$ cat config.mk
export PLATFORM = sky130hd
export DESIGN_NAME = regfile8_sb
export DESIGN_NICKNAME = d
export VERILOG_FILES = /design/src/rtl/regfile8_sb.sv
export SDC_FILE = /design/constraint.sdc
export NUM_CORES = 1
export LEC_CHECK = 0
export BUFFER_PORTS_ARGS = -buffer_cell sky130_fd_sc_hd__buf_2
export CORE_MARGIN = 1
export CORE_UTILIZATION = 56
export CTS_BUF_LIST = sky130_fd_sc_hd__clkbuf_2
export DETAILED_ROUTE_END_ITERATION = 8
export PLACE_DENSITY = 0.86
export SYNTH_ARGS = -nofsm -noshare
export SYNTH_HDL_FRONTEND = slang
export SYNTH_SLANG_ARGS = --single-unit
export TNS_END_PERCENT = 1
$ cat constraint.sdc
create_clock -name clk -period 2 [get_ports clk]
set_input_delay 0.2 -clock clk [delete_from_list [all_inputs] [get_ports clk]]
set_output_delay 0.2 -clock clk [all_outputs]
set_load 0.05 [all_outputs]
$ cat src/rtl/regfile8_sb.sv
// Eight-entry register file with two registered read ports and a per-register pending-write scoreboard.
// Define REGFILE_BYPASS_EN to forward same-edge writeback data to the read ports and to suppress the matching hazard.
module regfile8_sb #(
  parameter int k = 16
) (
  input  logic         clk,
  input  logic         reset,
  input  logic         write,
  input  logic [2:0]   writenum,
  input  logic [k-1:0] data_in,
  input  logic [2:0]   readnum_a,
  input  logic [2:0]   readnum_b,
  input  logic         stall,
  input  logic         issue,
  input  logic [2:0]   issue_dst,
  output logic [k-1:0] data_a,
  output logic [k-1:0] data_b,
  output logic         hazard_a,
  output logic         hazard_b,
  output logic [7:0]   busy,
  output logic         sb_err
);

  logic [k-1:0] regs_q [8];
  logic [k-1:0] regs_d [8];
  logic [1:0]   cnt_q  [8];
  logic [1:0]   cnt_d  [8];
  logic [k-1:0] data_a_q, data_a_d;
  logic [k-1:0] data_b_q, data_b_d;
  logic         sb_err_q, sb_err_d;
  logic [7:0]   iss_hit, wr_hit;
  logic [k-1:0] sel_a, sel_b;

  for (genvar gi = 0; gi < 8; gi++) begin : g_dec
    assign iss_hit[gi] = issue && (issue_dst == 3'(gi));
    assign wr_hit[gi]  = write && (writenum == 3'(gi));
    assign busy[gi]    = (cnt_q[gi] != 2'd0);
  end

  // Storage and scoreboard next state; an issue and a write on the same register cancel out.
  always_comb begin
    sb_err_d = sb_err_q;
    for (int i = 0; i < 8; i++) begin
      regs_d[i] = wr_hit[i] ? data_in : regs_q[i];
      cnt_d[i]  = cnt_q[i];
      if (iss_hit[i] && !wr_hit[i]) begin
        if (cnt_q[i] == 2'd3) sb_err_d = 1'b1;
        else                  cnt_d[i] = cnt_q[i] + 2'd1;
      end else if (wr_hit[i] && !iss_hit[i]) begin
        if (cnt_q[i] == 2'd0) sb_err_d = 1'b1;
        else                  cnt_d[i] = cnt_q[i] - 2'd1;
      end
    end
  end

  always_comb begin
    sel_a    = regs_q[readnum_a];
    sel_b    = regs_q[readnum_b];
    hazard_a = (cnt_q[readnum_a] != 2'd0);
    hazard_b = (cnt_q[readnum_b] != 2'd0);
`ifdef REGFILE_BYPASS_EN
    if (write && (writenum == readnum_a)) sel_a = data_in;
    if (write && (writenum == readnum_b)) sel_b = data_in;
    // The last outstanding write is landing now and nothing new re-claims the register.
    if (wr_hit[readnum_a] && (cnt_q[readnum_a] == 2'd1) && !iss_hit[readnum_a]) hazard_a = 1'b0;
    if (wr_hit[readnum_b] && (cnt_q[readnum_b] == 2'd1) && !iss_hit[readnum_b]) hazard_b = 1'b0;
`endif
    data_a_d = stall ? data_a_q : sel_a;
    data_b_d = stall ? data_b_q : sel_b;
  end

  always_ff @(posedge clk) begin
    if (reset) begin
      for (int i = 0; i < 8; i++) begin
        regs_q[i] <= '0;
        cnt_q[i]  <= 2'd0;
      end
      data_a_q <= '0;
      data_b_q <= '0;
      sb_err_q <= 1'b0;
    end else begin
      for (int i = 0; i < 8; i++) begin
        regs_q[i] <= regs_d[i];
        cnt_q[i]  <= cnt_d[i];
      end
      data_a_q <= data_a_d;
      data_b_q <= data_b_d;
      sb_err_q <= sb_err_d;
    end
  end

  assign data_a = data_a_q;
  assign data_b = data_b_q;
  assign sb_err = sb_err_q;

endmodule
== Yosys cells after proc, flatten, opt, wreduce, memory -nomap -nowiden ==
Memory sizes are Yosys's and may differ from the RTL's. A register that Yosys moved wholly into a read port is not among the register bits.
Cells that the tools add are included.

* Add/sub/neg operators: 16
* Eq/ne operators: 30
* Multiplexer cells: 91
* Bitwise operators: 16
* Reduce and logical (&&, ||, !) cells: 78

{| class="wikitable"
|+ Operator list
! kind !! count
|-
| $mux 16 || 16
|-
| $mux 2 || 40
|-
| $mux 1 || 35
|-
| $logic_and 1x1->1 || 32
|-
| $eq 3x3->1 const B || 8
|-
| $reduce_bool 2->1 || 10
|-
| $logic_not 1->1 || 18
|-
| $add 2x1->2 const B || 8
|-
| $eq 2x2->1 const B || 8
|-
| $logic_not 2->1 || 8
|-
| $or 1x1->1 || 16
|-
| $reduce_and 2->1 || 8
|-
| $sub 2x1->2 const B || 8
|-
| $eq 3x2->1 const B || 4
|-
| $ne 1x1->1 const B || 8
|-
| $eq 3x1->1 const B || 2
|-
| $logic_not 3->1 || 2
|}

* Register bits: 1
* Bits in writable memories: 144
* Input port bits: 33
* Output and inout port bits: 43
* Word-level logic and storage cells: 234
* Memories: 2

{| class="wikitable"
|+ Memories
! memory !! words !! width !! rd ports !! clocked after Yosys merged registers in !! write ports !! RTL line !! source
|-
| regs_q || 8 || 16 || 2 || 2 || 8 || 24 || <nowiki>logic [k-1:0] regs_q [8];</nowiki>
|-
| cnt_q || 8 || 2 || 10 || 0 || 8 || 26 || <nowiki>logic [1:0] cnt_q [8];</nowiki>
|}

== Longest topological paths before layout ==
* Depth after elaboration: 27
* Depth in mapped cells: 10
* Gate-level depth less buffers: 8

== Worst setup path after synthesis ==
Ideal clock, no wire load.

* Kind: input port to output port
* Start point: input port readnum_b[1]
* End point: output port hazard_b
* Arrival time: 1899 ps
* Required time: 1800 ps
* Slack: -99 ps
* Cell stages on the path: 3
* Buffers on the path: 1
* Cells stage by stage: buf_1 mux4_2 a21oi_1

* Longest elaborated chain between the ends: 2

{| class="wikitable"
|+ RTL lines
! what !! RTL line !! source
|-
| from (decl) || 12 || <nowiki>input logic [2:0] readnum_b,</nowiki>
|-
| $mem_v2 8x2 || -- ||
|-
| $reduce_bool 2->1 || 60 || <nowiki>hazard_b = (cnt_q[readnum_b] != 2'd0);</nowiki>
|-
| to (decl) || 19 || <nowiki>output logic hazard_b,</nowiki>
|}

No other way between the ends.

==> results.toml <==
[synthesis]
ys_ff_latch = 177
async_reset_ff_share_pct = 0
ys.flop_type = "edfxtp_1"
synth_compound_area_share_pct = 3.421
synth_edf_count = 128
synth_top_cell_area_share_pct = 41.70
syn-num-nets = 738
synth-simple-area-share_pct = 11.67
ys_warn_count = 0
synthAdderAreaFrac_pct = 2.172
synth_top_family_by_area = "multiplexers"
muxShareOfSynthArea_pct = 26.01
yosysTopAreaCell = "edfxtp_1"
synthXorXnorAreaFrac_pct = 0
syn-cell-area_um2 = 9218
netlist_top_cells_area = "edfxtp_1 42%, mux4_1 16%, dfxtp_1 11%, nor2_1 5.9%, mux2_2 3.9%"
yosysSeqAreaShare_pct = 52.34
netlist-cell-type-count = 35
synthCells = 689
avgSynthCellArea_um2 = 13.38

[global_route]
antenna_found_initial = 0
grt_pass1_wl_mm = 33.60
grt_max_degree = 38
grt_pass1_vias = 6199
track_usage_pct = 27.54
grt.overflow.total = 0

[die]
num_rows = 46
fp.dieH_um = 130.3
pin_count = 76
start_util_pct = 57.61
die_area_um2 = 16980
fp.dieW_um = 130.3
core_area_um2 = 16000

[routing]
drtIter0Drc = 688
first_pass_iters = 7
routed_wl_mm = 22.74
drtAntennaViolNets = 0
via_count = 6459
drcViolationCount = 0
post_drt_wl_per_cell_um = 21.89
vias_per_cell = 6.217

[clock_network]
cts_tree = "done"
htree_num_levels = 4
cts-buffers-inserted = 17
cts_buffer_depth = 2
cts.sinks = 177
clock_latency_ps = 770
root_buffer = "clkbuf_2"
path_clk_slew_ps = 240

[setup_path]
critPathRequiredTime_ps = 1800
worst-path-buf-inv = 1
crit_path_cell_trace = "nor2_2, mux4_2, a21oi_2, buf_6"
path_class = "flop to primary output"
crit_arrival_ps = 2040
startpoint_type = "flop"
reg2reg_slack_ps = 380
end_kind = "primary output"
worst_path_largest_cell_delay_ps = 480
crit_slowest_cell = "mux4_2"
crit_family = "multiplexers"
worstPathMaxFanout = 3

[sta]
tightest_slew_ps = 513.5
maxSlewViolCount = 0
finalHoldViolations = 0
skew_ps = 40.50
slew_headroom_pct = 65.77
timing.final.ws_setup_ps = -240.7
fmax_mhz = 446.3
period_needed_ps = 2241
finalSetupViolations = 2
min_period_over_period_pct = 112.0
rsz0062_at_grt = "true"

[cells_and_area]
seq_area_um2 = 4865
instances_no_fill = 1039
fill_cells = 1113
drive_gt1_share_pct = 26.64
multi_input_area_um2 = 4019
final_util_pct = 65.88
areaGrowthSynthToFinish_pct = 14.36
final_nets = 858

[power]
p_per_area_nw_per_um2 = 707.4
ir_drop_mv = 0.3714
leakage_nw = 4.298

[place]
dp_hpwl_mm = 15.70
post-place-cells = 976
port_buffers = 75
place_congestion = 0.8047

[outcome]
status = "complete, but fails checks"
violations = "negative setup slack"

[worst_hold_path]
hp-class = "input pin to flop"

[job]
drv_cap = 0
-- metal layers --
metal / part of all wire (%) / vias to the layer above / wire (µm) / global-route usage, %
met3: 8.7 / 59 / 1973 / 5.986
met2: 51 / 420 / 11550 / 46.21
met4: 2.8 / 0 / 638 / 11.83
met5: 0 / - / 0 / 0
met1: 38 / 3142 / 8585 / 34.61
li1: - / 2838 / - / -
-- cell usage after synthesis, types with 11 or more instances --
cell type	instances
nor2_1	144
edfxtp_1	128
mux4_1	56
dfxtp_1	49
inv_1	38
mux2i_1	34
mux2_2	32
nand2b_1	28
o21ai_0	26
clkbuf_1	22
nor2b_1	20
ha_1	16
a21oi_1	12
nand3_1	11
-- state kept, by name, summed over array words and instances (netlist names) --
name	flops
regs_q	128
data_b	16
cnt_q	16
sb_err	1
data_a	16
-- report_power, final --
part	total (mW)	switching [mW]	internal [mW]	leakage, nW
Clock	1.81	1.24	0.574	0.142
Combinational	1.33	0.760	0.569	2.50
Sequential	4.32	0.135	4.18	1.65
Total	7.46	2.13	5.33	4.30
-- layout by cell type (no fill, tap or decap), types with 16 or more instances in the layout --
master	Yosys	routed
mux2_2	32	32
edfxtp_1	128	128
dfxtp_1	49	33
o21ai_0	26	26
nor2b_1	20	20
nand2b_1	28	28
mux2i_1	34	34
inv_1	38	38
buf_4	2	38
clkbuf_2	0	18
buf_2	3	73
dlygate4sd3_1	0	22
mux4_1	56	56
ha_1	16	16
nor2_1	144	139
-- kinds of logic (layout without fill, tap and decap cells) --
| kind of cell | count (synthesis) | count (layout) |
|---|---|---|
| compound gates | 54 | 54 |
| fa+ha+maj | 16 | 16 |
| buf+inv | 78 | 211 |
| flops | 177 | 177 |
| mux | 132 | 132 |
| other cells | 0 | 1 |
| simple gates | 232 | 232 |
-- tightest hold or removal path: cells and delay by family --
family,cells,cell delay (ps)
AND/OR/NAND/NOR,2,360
buffers and inverters,1,120
-- through the flow --
stage          total power, mW  hold WS (ps)  setup TNS (ps)  setup slack (ps)  cell area, µm²
2_1_floorplan            5.272         493.3          -153.4            -98.80            9221
3_3_place_gp             5.589         467.5               0             77.34            9951
3_5_place_dp             5.678         479.0               0             2.318            9951
4_1_cts                  7.458         2.237          -577.3            -303.3           10510
5_1_grt                  7.701         37.88          -668.5            -337.9           10540
6_report                 7.457         66.95          -448.7            -240.7           10540
-- what timing repair did --
item / 4_1_cts / 5_1_grt
gates resized for setup: 25 / 11
endpoints found under the hold margin: 155 / 0
pin swaps: 2 / 0
hold buffers: 22 / 0
setup endpoints to repair: 4 / 4
buffers inserted: 8 / 0
cloned: 0 / 0
-- worst paths after layout --
kind / depth (start not counted) / from / endpoint
setup / recovery: 4 / cnt_q[7][1] / hazard_a
hold / removal: 3 / write / regs_q[2][10]
setup reg to reg: 4 / regs_q[1][5] / data_a[5]
hold reg to reg: 2 / data_b[10] / data_b[10]
-- cell type report --
type                    count  area share [%]
clock buffers              18          0.8546
flip-flops and latches    177           46.15
clock inverters            14           1.318
diodes                      1         0.02374
inverters                  38           1.353
multi-input cells         434           38.12
repair buffers            141           9.614
well taps                 216           2.564
(Power assumes the default switching activity.)
